`config.mk`:
```
export PLATFORM = sky130hd
export DESIGN_NAME = prefetch_queue_flat
export DESIGN_NICKNAME = d
export VERILOG_FILES = /design/src/rtl/prefetch_queue_if.sv /design/src/rtl/prefetch_queue.sv /design/src/flat_wrapper.sv
export SDC_FILE = /design/constraint.sdc
export NUM_CORES = 1
export LEC_CHECK = 0
export BUFFER_PORTS_ARGS = -buffer_cell sky130_fd_sc_hd__buf_2
export CORE_MARGIN = 3
export CORE_UTILIZATION = 52
export CTS_CLUSTER_SIZE = 40
export DETAILED_ROUTE_END_ITERATION = 10
export HOLD_SLACK_MARGIN = 0.15
export MAX_ROUTING_LAYER = met4
export PLACE_DENSITY = 0.75
export REMOVE_ABC_BUFFERS = 1
export SLEW_MARGIN = 20
export SYNTH_ARGS = -nofsm -noshare
export SYNTH_HDL_FRONTEND = slang
export SYNTH_SLANG_ARGS = --single-unit
```
`constraint.sdc`:
```
create_clock -name clock -period 3.3 [get_ports clock]
set_clock_uncertainty 0.15 [all_clocks]
set_input_delay 0.33 -clock clock [delete_from_list [all_inputs] [get_ports clock]]
set_output_delay 0.33 -clock clock [all_outputs]
set_load 0.005 [all_outputs]
```
`src/rtl/prefetch_queue_if.sv`:
```
// Instruction-memory request/response bus between the prefetch queue and imem.
interface prefetch_queue_if #(
   parameter int DATA_W = 32
);
   logic              imem_valid;
   logic [31:0]       imem_addr;
   logic [1:0]        imem_mode;
   logic              imem_instr;
   logic              imem_ready;
   logic [DATA_W-1:0] imem_rdata;
   logic              imem_error;

   modport master (
      output imem_valid, imem_addr, imem_mode, imem_instr,
      input  imem_ready, imem_rdata, imem_error
   );

   modport slave (
      input  imem_valid, imem_addr, imem_mode, imem_instr,
      output imem_ready, imem_rdata, imem_error
   );
endinterface

```
`src/rtl/prefetch_queue.sv`:
```
// Instruction prefetch queue: streams sequential imem requests into a small FIFO,
// serves one word per consumer request, and drops stale responses after a redirect.
module prefetch_queue #(
   parameter int DEPTH_LOG = 2,
   parameter int DATA_W    = 32,
   parameter int MAX_OUT   = 2
) (
   input  logic                 clock,
   input  logic                 reset,
   input  logic                 fetch_valid,
   input  logic                 fetch_spec,
   input  logic [31:0]          fetch_addr,
   input  logic [1:0]           fetch_mode,
   output logic [DATA_W-1:0]    fetch_rdata,
   output logic [31:0]          fetch_pc,
   output logic                 fetch_error,
   output logic                 fetch_ready,
   output logic [DEPTH_LOG:0]   count,
   prefetch_queue_if.master     imem
);

   localparam int DEPTH = 1 << DEPTH_LOG;
   localparam int STEP  = DATA_W / 8;
   localparam int ALIGN = $clog2(STEP);
   localparam int OUT_W = $clog2(MAX_OUT + 1);
   localparam int CW    = DEPTH_LOG + 1;
   localparam int ENT_W = 1 + 32 + DATA_W;
   localparam logic [31:0] ALIGN_MASK = 32'((1 << ALIGN) - 1);

   logic [ENT_W-1:0]     mem [DEPTH];
   logic [DEPTH_LOG-1:0] wptr, rptr;
   logic [DEPTH_LOG:0]   cnt;
   logic [OUT_W-1:0]     outst, drop;
   logic                 pending;
   logic [31:0]          next_addr;
   logic [1:0]           mode;

   logic                 ready_q, error_q;
   logic [31:0]          pc_q;
   logic [DATA_W-1:0]    rdata_q;

   logic                 want, issue, resp_new, resp_old, push, pop;
   logic [31:0]          oldest_pc;

   // outst counts only requests of the current stream; drop counts stale ones.
   always_comb begin
      want      = pending | fetch_valid;
      issue     = !reset && !fetch_spec
                  && ((32'(outst) + 32'(drop)) < 32'(MAX_OUT))
                  && ((32'(cnt) + 32'(outst)) < 32'(DEPTH));
      resp_new  = imem.imem_ready && (drop == '0);
      resp_old  = imem.imem_ready && (drop != '0);
      push      = resp_new && !fetch_spec && !reset;
      pop       = want && (cnt != '0) && !fetch_spec;
      oldest_pc = next_addr - (32'(outst) * 32'(STEP));
   end

   assign imem.imem_valid = issue;
   assign imem.imem_addr  = next_addr;
   assign imem.imem_mode  = mode;
   assign imem.imem_instr = 1'b1;

   assign fetch_ready = ready_q & ~reset;
   assign fetch_error = error_q & ~reset;
   assign fetch_pc    = reset ? '0 : pc_q;
   assign fetch_rdata = reset ? '0 : rdata_q;
   assign count       = reset ? '0 : cnt;

   always_ff @(posedge clock) begin
      if (push) begin
         mem[wptr] <= {imem.imem_error, oldest_pc, imem.imem_rdata};
      end
   end

   always_ff @(posedge clock) begin
      if (reset) begin
         wptr      <= '0;
         rptr      <= '0;
         cnt       <= '0;
         outst     <= '0;
         drop      <= '0;
         pending   <= 1'b0;
         next_addr <= '0;
         mode      <= 2'b11;
         ready_q   <= 1'b0;
         error_q   <= 1'b0;
         pc_q      <= '0;
         rdata_q   <= '0;
      end else begin
         ready_q <= pop;
         if (pop) begin
            {error_q, pc_q, rdata_q} <= mem[rptr];
         end
         if (fetch_spec) begin
            // A response in this cycle retires one in-flight request; the rest go stale.
            wptr      <= '0;
            rptr      <= '0;
            cnt       <= '0;
            pending   <= 1'b0;
            drop      <= drop + outst - OUT_W'(imem.imem_ready);
            outst     <= '0;
            next_addr <= fetch_addr & ~ALIGN_MASK;
            mode      <= fetch_mode;
         end else begin
            if (push) wptr <= wptr + DEPTH_LOG'(1);
            if (pop)  rptr <= rptr + DEPTH_LOG'(1);
            cnt     <= cnt + CW'(push) - CW'(pop);
            pending <= want && !pop;
            outst   <= outst + OUT_W'(issue) - OUT_W'(resp_new);
            drop    <= drop - OUT_W'(resp_old);
            if (issue) next_addr <= next_addr + 32'(STEP);
         end
      end
   end

endmodule

```
`src/flat_wrapper.sv`:
```
// flat-port wrapper written by rule: the top's interface ports become plain ports
module prefetch_queue_flat 
#(
   parameter int DEPTH_LOG = 2,
   parameter int DATA_W    = 32,
   parameter int MAX_OUT   = 2
)
  (clock, reset, fetch_valid, fetch_spec, fetch_addr, fetch_mode, fetch_rdata, fetch_pc, fetch_error, fetch_ready, count, imem_imem_valid, imem_imem_addr, imem_imem_mode, imem_imem_instr, imem_imem_ready, imem_imem_rdata, imem_imem_error);
  prefetch_queue_if #(.DATA_W(DATA_W)) imem_i ();
  input  logic clock;
  input  logic reset;
  input  logic fetch_valid;
  input  logic fetch_spec;
  input  logic [31:0] fetch_addr;
  input  logic [1:0] fetch_mode;
  output logic [DATA_W-1:0] fetch_rdata;
  output logic [31:0] fetch_pc;
  output logic fetch_error;
  output logic fetch_ready;
  output logic [DEPTH_LOG:0] count;
  output wire logic [$bits(imem_i.imem_valid)-1:0] imem_imem_valid;
  output wire logic [$bits(imem_i.imem_addr)-1:0] imem_imem_addr;
  output wire logic [$bits(imem_i.imem_mode)-1:0] imem_imem_mode;
  output wire logic [$bits(imem_i.imem_instr)-1:0] imem_imem_instr;
  input wire logic [$bits(imem_i.imem_ready)-1:0] imem_imem_ready;
  input wire logic [$bits(imem_i.imem_rdata)-1:0] imem_imem_rdata;
  input wire logic [$bits(imem_i.imem_error)-1:0] imem_imem_error;
  assign imem_imem_valid = imem_i.imem_valid;
  assign imem_imem_addr = imem_i.imem_addr;
  assign imem_imem_mode = imem_i.imem_mode;
  assign imem_imem_instr = imem_i.imem_instr;
  assign imem_i.imem_ready = imem_imem_ready;
  assign imem_i.imem_rdata = imem_imem_rdata;
  assign imem_i.imem_error = imem_imem_error;
  prefetch_queue #(.DEPTH_LOG(DEPTH_LOG), .DATA_W(DATA_W), .MAX_OUT(MAX_OUT)) u_core (.clock(clock), .reset(reset), .fetch_valid(fetch_valid), .fetch_spec(fetch_spec), .fetch_addr(fetch_addr), .fetch_mode(fetch_mode), .fetch_rdata(fetch_rdata), .fetch_pc(fetch_pc), .fetch_error(fetch_error), .fetch_ready(fetch_ready), .count(count), .imem(imem_i));
endmodule
```
==> impl_results.md, run 1 <==
* Worst reg-to-reg path cell count at 7
* Synth area leaders: edfxtp_1 51%, dfxtp_1 15%, mux4_2 9.6%
* Die area at between 30,000 and 40,000 um^2
* Slew Limit Headroom at 0.363
* Worst Hold Class: in2reg
* Register area share after synthesis at 0.655
* Switching pwr at around 2200 uW
* Total wire length at roughly 33 mm
* Wire length on met2 at between 15 and 20 mm
* CTS tree: yes
* DRC viols at 0
* R2r setup slk at between 0.2 and 0.3 ns
* Hold Slack at 0.165 ns
* Crit path required time at roughly 3.4 ns
* Minimum clock period at 3.01 ns
* Pin count of the biggest net entering global routing at 164
* FFs w/ async S/R, synth at 0
* Crit path DAT at between 3 and 4 ns
* Post-synth cell types at 49
* Worst Setup End Kind: register
* Setup TNS at 0 ns
* Maxcap violations at 0
* RSZ-0062 raised after global routing: false
* Sequential share of power at 0.505
* Clock-pin slew on the worst setup and hold paths at ~0.06 ns
* Peak supply drop at around 0.41 mV
* Mean post-synth cell area at 13.7 um^2
* Area Overhead vs Synth at 21.8%
* Cell with the most instances after synthesis: edfxtp_1
* Pre-Repair DR Iteration Count at 8
* Post-Syn Area at roughly 15,000 um^2
* Primary FF master, synth: edfxtp_1
* Clock power share at 0.420
* Pleak at around 0.0064 uW
* Final ANT Viol Nets at 0
* Gr usage total at 0.220
* Hold endpoint: u_core.cnt[0]
* Seq cells post-synth at 360
* FF-to-FF Start: u_core.outst[1]
* Layout cell share with drive strength beyond 1 at 0.246
* Metal-1 WL at around 14 mm
* Cells after synthesis at about 1,100
* PD cells at around 550 nW/um^2
* Worst reg2reg endpoint: u_core.mem[3][57]
* Top layer in use: met4
* GP Congestion at about 0.87
* CTS H-tree lvls at 2
* Final critical-path share of the clock period at 0.913
* Ys Warns at 0
* Top Ports at 177
* HPWL after detailed placement at between 15 and 20 mm
* EDFF count, synth at around 250
* Comb power frac at 0.074
* Gr ovfl total at 0
* Core Area at roughly 28,000 um^2
* Total clock sinks at 360
* Top post-synthesis cells by count: 252 x edfxtp_1, 165 x nand2_1, 108 x dfxtp_1, 75 x a21oi_1, 68 x nor2b_1
* Nets at between 1,000 and 1,500
* Die H at ~180 um
* Hold Path Cell Cnt at 3
* Status: completed
* Crit path max fanout at 7
* Setup violations, final at 0
* Root Driver: clkbuf_16
* Die W at ~180 um
* Top cell type by total area after synthesis: edfxtp_1
* Ant diodes at 0
* Hold path startpoint: reset
* Sw frac at 0.219
* Via count of the routed design at ~9,500
* Max Clk Rate at ~330 MHz
* Initial antenna violation count at 0
* DR WL/cell at roughly 19 um
* Fin. max-slew vios at 0
* Final WS setup at between 0.2 and 0.3 ns
* Final Util at 0.647
* Final Hold Fails at 0
* Cts bufs inserted at 39
* Starting DRT DRC Count at just under 800
* Setup CP Type: reg2reg
* Port-buffer cells at between 150 and 200
* Worst setup SP type: register
* Yosys top cell area share at 0.510
* Pint at about 7800 uW
* Worst skew pair latency at approximately 0.52 ns
* Met3 WL at ~2.1 mm
* Vias in the first global route at between 9,000 and 10,000
* Final Power at about 10000 uW
* Worst-Margin Slew at around 0.95 ns
* First-pass GRT wire length at approximately 52 mm
* Initial core utilization at 0.532
* Row count at 61
* Worst slack at placement at around 0.33 ns
* Clock Path Buffers at 3
* Via-to-Cell Ratio at 5.53
* Resized cells post-CTS at 0
[critical path, stage by stage (launching register included)]
cell and delay (ns):
dfxtp_1 0.51, inv_1 0.08, ha_1 0.27, nor2b_1 0.15, or4_1 0.66, nor4_4 0.47, nand3b_1 0.15, xnor2_1 0.33
[area by class of cell]
class	count	area, um^2
fillers	2058	9850
flip-flops and latches	360	9740
multi-input cells	629	4750
repair buffers	263	1800
clock buffers	58	1120
well taps	378	473
clock inverters	13	133
inverters	20	75.1
[per-layer routing]
layer  global-route usage  up-vias
met5                    -        -
met4               0.0509        0
met3               0.0363       57
met2                0.356      368
met1                0.298     4690
li1                     -     4398
[repair_timing]
item / CTS / global route
setup buffers: 0 / 0
endpoints found under the setup margin: 0 / 1
hold buffers: 66 / 0
endpoints found under the hold margin: 165 / 0
[power groups by stage]
stage / clock, uW / combinational, uW / sequential, uW
after floorplan: 0 / 374 / 5130
after global placement: 0 / 656 / 5130
after detailed placement: 0 / 677 / 5140
after CTS: 4290 / 743 / 5040
after global routing: 4500 / 817 / 5060
final: 4200 / 742 / 5050
[how the worst max path moves through the flow]
stage	startpoint	to	slack [ns]	depth (start not counted)
after global routing	u_core.outst[1]	u_core.mem[3][57]	0.10	7
after CTS	u_core.outst[0]	imem_imem_valid	0.15	9
after floorplan	u_core.cnt[1]	u_core.cnt[2]	-1.11	10
after global placement	u_core.outst[0]	u_core.outst[1]	0.42	12
final	u_core.outst[1]	u_core.mem[3][57]	0.29	7
after detailed placement	u_core.outst[1]	u_core.mem[3][57]	0.33	7
[cell families after synthesis]
group / Yosys count / synth area share
XOR/XNOR: 62 / 0.0366
adder cells (fa/ha/maj): 19 / 0.0175
multiplexers: 63 / 0.0955
flip-flops: 360 / 0.655
AO/OA/AOI/OAI: 113 / 0.0429
other: 2 / 0.000506
buffers and inverters: 98 / 0.0274
AND/OR/NAND/NOR: 367 / 0.125
[state kept, by name (all words and copies together), names as in the netlist]
signal	count
u_core.pending	1
u_core.wptr	2
u_core.rdata_q	32
u_core.imem.imem_addr	30
u_core.mem	252
u_core.ready_q	1
u_core.rptr	2
u_core.pc_q	30
u_core.outst	2
u_core.drop	2
u_core.cnt	3
u_core.imem.imem_mode	2
u_core.error_q	1
[placed cells by master (no fill, tap or decap), types with 22 or more instances in the layout]
cell           instances
buf_4                 22
nor2_1                37
xnor2_1               41
clkbuf_16             41
buf_2                168
dlygate4sd3_1         66
edfxtp_1             252
nor2b_1               68
a21oi_1               75
nand2_1              165
dfxtp_1              106
mux4_2                63
[through the flow]
step                      area (um^2)  std cells
after CTS                       18100       1721
after global placement          16200       1584
after floorplan                 14500       1009
after global routing            18100       1721
after detailed placement        16200       1584
final                           18100       1721
No activity file was read; power rests on OpenSTA's default activity.
==> inputs of run 2 (changes only) <==
--- a/config.mk
+++ b/config.mk
@@ -5,11 +5,11 @@
 export SDC_FILE = /design/constraint.sdc
 export NUM_CORES = 1
 export LEC_CHECK = 0
-export BUFFER_PORTS_ARGS = -buffer_cell sky130_fd_sc_hd__buf_2
 export CORE_MARGIN = 3
-export CORE_UTILIZATION = 52
+export CORE_UTILIZATION = 57
 export CTS_CLUSTER_SIZE = 40
 export DETAILED_ROUTE_END_ITERATION = 10
+export DONT_BUFFER_PORTS = 1
 export HOLD_SLACK_MARGIN = 0.15
 export MAX_ROUTING_LAYER = met4
 export PLACE_DENSITY = 0.75
==> impl_results.md, run 2 (same netlist as run 1, synthesis figures left out) <==
* Total clock sinks at 360
* First-pass GRT wire length at ~51 mm
* Clock power share at 0.415
* CP most frequent cell: inv_1
* Comb power frac at 0.067
* Switching pwr at approximately 2100 uW
* Top Ports at 177
* Crit-path cells: inv_1 -> nor2_1 -> fa_1 -> nor4_4 -> and2_0 -> nand2_1 -> buf_4 -> inv_1
* Pleak at 0.00559 uW
* Core Area at 25,400 um^2
* Vias in the first global route at ~9,000
* Biggest regs: u_core.mem: 252 flops, u_core.rdata_q: 32 flops
* Clock-pin slew on the worst setup and hold paths at 0.06 ns
* DRC viols at 0
* Root Driver: clkbuf_16
* Worst-Margin Slew at 1.03 ns
* Hold Slack at 0.206 ns
* Die area at ~28,000 um^2
* Final instance area at between 15,000 and 20,000 um^2
* Pint at 7660 uW
* Status: completed
* Area Overhead vs Synth at 15.3%
* Setup violations, final at 0
* Sequential share of power at 0.517
* Clock Path Buffers at 3
* Via-to-Cell Ratio at 5.87
* Buf/Inv on CP at 3
* Worst Setup End Kind: output pin
* Port-buffer cells at 0
* Most common cell after layout, fill and taps aside: edfxtp_1
* Worst slack at placement at 0.370 ns
* Layout cell share with drive strength beyond 1 at 0.127
* Pin count of the biggest net entering global routing at 98
* Gr usage total at 0.238
* Nets at 1,231
* Number of setup buffers added after CTS at 0
* Setup CP Type: reg2out
* Initial core utilization at 0.585
* Die W at 167 um
* Maxcap violations at 0
* Sw frac at 0.218
* HPWL after detailed placement at 18.4 mm
* Fin cells at 1,499
* Crit-path max cell delay at roughly 0.46 ns
* Cts bufs inserted at 38
* Placed Cells at 1,358
* GP Congestion at 0.831
* Max reg flops at approximately 250
* Minimum clock period at between 3 and 4 ns
* Crit path required time at 2.82 ns
* Crit-path slowest cell: fa_1
* Worst setup SP type: register
* Starting DRT DRC Count at approximately 620
* DR WL/cell at 21.5 um
* Die H at 167 um
* Reg with most FFs: u_core.mem
* Via count of the routed design at a little under 9,000
* Initial antenna violation count at 0
* Crit path DAT at 2.58 ns
* Pre-Repair DR Iteration Count at 5
* Total wire length at 32.2 mm
* Final Hold Fails at 0
* Final ANT Viol Nets at 0
* Leading cell types in the layout, fill and taps excluded: 252 x edfxtp_1, 165 x nand2_1, 106 x dfxtp_1
* Fin. max-slew vios at 0
* Final critical-path share of the clock period at 0.926
* Gr ovfl total at 0
* RSZ-0062 raised after global routing: false
* PD cells at about 570 nW/um^2
* Worst Hold Class: in2reg
* Setup TNS at 0 ns
* Slew Limit Headroom at 0.316
* Ant diodes at 0
* Top delay family on crit path: simple AND/OR/NAND/NOR gates
* Placed inst area at around 15,000 um^2
* Row count at slightly below 60
* Max Clk Rate at approximately 330 MHz
* Worst skew pair latency at about 0.52 ns
* CTS H-tree lvls at 2
* Peak supply drop at around 0.42 mV
* Final WS setup at around 0.24 ns
* Crit path max fanout at 7
* CTS tree: yes
## run 2: worst reg2reg max path, cell delays in order, from the launching register on
cell and delay, ns:
dfxtp_1 0.49, inv_1 0.08, ha_1 0.26, nor2b_1 0.15, or4_1 0.68, nor4_4 0.44
nand3b_1 0.16, xnor2_1 0.31
## run 2: layout make-up
cell class | instances | area (um^2)
multi-input cells | 629 | 4750
clock buffers | 57 | 1120
clock inverters | 12 | 86.3
well taps | 330 | 413
repair buffers | 91 | 943
fillers | 1772 | 8280
flip-flops and latches | 360 | 9740
inverters | 20 | 75.1
## run 2: final timing paths
kind | start | to | slack, ns | cells past startpoint
worst max-delay path | u_core.outst[0] | imem_imem_valid | 0.24 | 8
worst min register to register | u_core.rdata_q[3] | u_core.rdata_q[3] | 0.30 | 2
worst min-delay path | imem_imem_ready | u_core.drop[0] | 0.21 | 5
worst max register to register | u_core.outst[1] | u_core.mem[3][57] | 0.37 | 7
## run 2: power by group through the flow
stage	logic, uW	clock network, uW	registers (uW)
after floorplan	374	0	5130
after global placement	517	0	5150
after detailed placement	533	0	5160
after CTS	653	4150	5060
after global routing	728	4330	5070
final	659	4070	5060
## run 2: stage by stage
step | power (uW) | utilization
finish | 9790 | 0.674
global route | 10100 | 0.674
CTS | 9860 | 0.674
detailed placement | 5690 | 0.598
global placement | 5670 | 0.598
floorplan | 5500 | -
## run 2: metal layers
metal / wire length [um] / global-route usage / vias to the layer above
li1: - / - / 4045
met1: 13400 / 0.316 / 4334
met2: 15800 / 0.385 / 367
met3: 2390 / 0.0486 / 60
met4: 657 / 0.0591 / 0
met5: 0 / - / -
## run 2: repair_timing
action / 4_1_cts / 5_1_grt
hold buffers: 72 / 0
endpoints found under the hold margin: 240 / 0
gates resized for setup: 0 / 0
==> inputs of run 3 (changes only) <==
==> constraint.sdc (replaced) <==
create_clock -name clock -period 3.3 [get_ports clock]
set_clock_uncertainty 0.15 [all_clocks]
set_input_delay 0.33 -clock clock [delete_from_list [all_inputs] [get_ports clock]]
set_output_delay 0.33 -clock clock [all_outputs]
set_load 0.02 [all_outputs]
==> impl_results.md, run 3 (same netlist as run 1, synthesis figures left out) <==
* FF-to-FF Start: u_core.imem.imem_addr[3]
* Pleak at about 0.0057 uW
* Reg with most FFs: u_core.mem
* Worst skew pair latency at 0.52 ns
* Placed Cells at about 1,400
* Final critical-path share of the clock period at 0.917
* Clock power share at 0.427
* Biggest regs: u_core.mem: 252 flops, u_core.rdata_q: 32 flops
* Minimum clock period at about 3.0 ns
* Root Driver: clkbuf_16
* Maxcap violations at 0
* Starting DRT DRC Count at slightly below 700
* Crit-path max cell delay at ~0.46 ns
* Area Overhead vs Synth at 16.2%
* Max reg flops at between 200 and 300
* First-pass GRT wire length at ~50 mm
* Setup CP Type: reg2out
* Worst-Margin Slew at a little over 1 ns
* Crit path DAT at 2.54 ns
* Total wire length at between 30 and 40 mm
* GP Congestion at between 0.8 and 0.9
* Crit-path cells: inv_1 -> nor2_1 -> fa_1 -> nor4_4 -> and2_0 -> nand2_1 -> buf_4 -> inv_1
* CTS tree: yes
* Die W at about 170 um
* Final Hold Fails at 0
* Pint at between 7000 and 8000 uW
* Port-buffer cells at 0
* CP most frequent cell: inv_1
* Critical path endpoint: imem_imem_valid
* Crit-path slowest cell: fa_1
* Worst Setup End Kind: output pin
* Worst Hold Class: in2reg
* Layout cell share with drive strength beyond 1 at 0.137
* Most common cell after layout, fill and taps aside: edfxtp_1
* Fin cells at approximately 1,500
* Buf/Inv on CP at 3
* Nets at ~1,200
* Top Ports at between 150 and 200
* Core Area at ~25,000 um^2
* Worst setup SP type: register
* Gr usage total at 0.233
* DRC viols at 0
* Final Power at 10,100 uW
* Die H at about 170 um
* Pin count of the biggest net entering global routing at slightly below 100
* CTS H-tree lvls at 2
* Multi-input gate area at about 4700 um^2
* Setup violations, final at 0
* PD cells at 584 nW/um^2
* RSZ-0062 raised after global routing: false
* Vias in the first global route at around 9,100
* Row count at between 50 and 60
* Status: completed
* Cts bufs inserted at 38
* Max Clk Rate at ~330 MHz
* Resized cells post-CTS at 0
* Clock-pin slew on the worst setup and hold paths at around 0.06 ns
* Gr ovfl total at 0
* Placed inst area at approximately 15,000 um^2
* DR WL/cell at roughly 21 um
* Fill count at approximately 1,700
* Switching pwr at 2200 uW
* Sw frac at 0.218
* FF/Latch Area at around 9700 um^2
* Via count of the routed design at 8,903
* Worst reg2reg endpoint: u_core.mem[3][55]
* Clock Path Buffers at 3
* Peak supply drop at 0.422 mV
* Die area at 28,000 um^2
* Final ANT Viol Nets at 0
* Setup crit start: u_core.drop[0]
* Sequential share of power at 0.504
* Pre-Repair DR Iteration Count at 4
* Crit path required time at about 2.8 ns
* Total clock sinks at 360
* Via-to-Cell Ratio at between 5 and 6
* Leading cell types in the layout, fill and taps excluded: 252 x edfxtp_1, 165 x nand2_1, 106 x dfxtp_1
* R2r setup slk at between 0.3 and 0.4 ns
* Levels on crit path at 8
* Fin. max-slew vios at 0
* Initial core utilization at 0.585
* Comb power frac at 0.069
* Crit path max fanout at 7
* Slew Limit Headroom at 0.324
* Top delay family on crit path: simple AND/OR/NAND/NOR gates
* Initial antenna violation count at 2
* Worst reg-to-reg path cell count at 6
* HPWL after detailed placement at approximately 18 mm
* Number of setup buffers added after CTS at 0
* Final instance area at 17,300 um^2
==> run 3: worst min path at each step <==
stage	slack [ns]	endpoint	start	cells past startpoint
floorplan	0.25	u_core.error_q	reset	1
CTS	0.16	u_core.wptr[1]	imem_imem_ready	4
detailed placement	0.27	u_core.rdata_q[24]	reset	1
global route	0.19	u_core.wptr[1]	imem_imem_ready	4
global placement	0.26	u_core.rdata_q[12]	reset	1
finish	0.17	u_core.wptr[1]	imem_imem_ready	5
==> run 3: stage by stage <==
step / hold slack, ns / worst slack, ns / setup TNS [ns] / utilization
5_1_grt: 0.189 / 0.116 / 0 / 0.679
4_1_cts: 0.163 / 0.160 / 0 / 0.679
3_5_place_dp: 0.266 / 0.356 / 0 / 0.600
6_report: 0.174 / 0.275 / 0 / 0.679
2_1_floorplan: 0.249 / -1.11 / -34.55 / -
3_3_place_gp: 0.264 / 0.420 / 0 / 0.600
==> run 3: area by class of cell <==
cell class / count / share of cell area
Antenna cell: 2 / 0.000290
Sequential cell: 360 / 0.564
Clock inverter: 19 / 0.0110
Clock buffer: 50 / 0.0632
Tap cell: 330 / 0.0239
Multi-Input combinational cell: 629 / 0.275
Timing Repair Buffer: 100 / 0.0579
Inverter: 20 / 0.00435
==> run 3: repair_timing <==
item	in CTS	in global routing
hold buffers	72	0
setup endpoints to repair	0	1
endpoints found under the hold margin	240	0
==> run 3: power groups by stage <==
stage               clock network (uW)  logic (uW)  registers (uW)
finish                            4300         692            5070
global route                      4570         759            5080
CTS                               4390         691            5070
detailed placement                   0         567            5170
global placement                     0         553            5160
floorplan                            0         385            5160
==> run 3: routing by layer <==
metal | GRT usage | routed length [um]
met1 | 0.305 | 13500
met5 | - | 0
met2 | 0.371 | 15300
met3 | 0.0526 | 2280
met4 | 0.0672 | 682
==> run 3: worst register-to-register path, cell delays in order (launching register included) <==
cell	delay, ns
dfxtp_1	0.57
ha_1	0.30
nor2b_1	0.15
or4_1	0.70
nor4_4	0.46
and2b_1	0.19
xor2_1	0.27
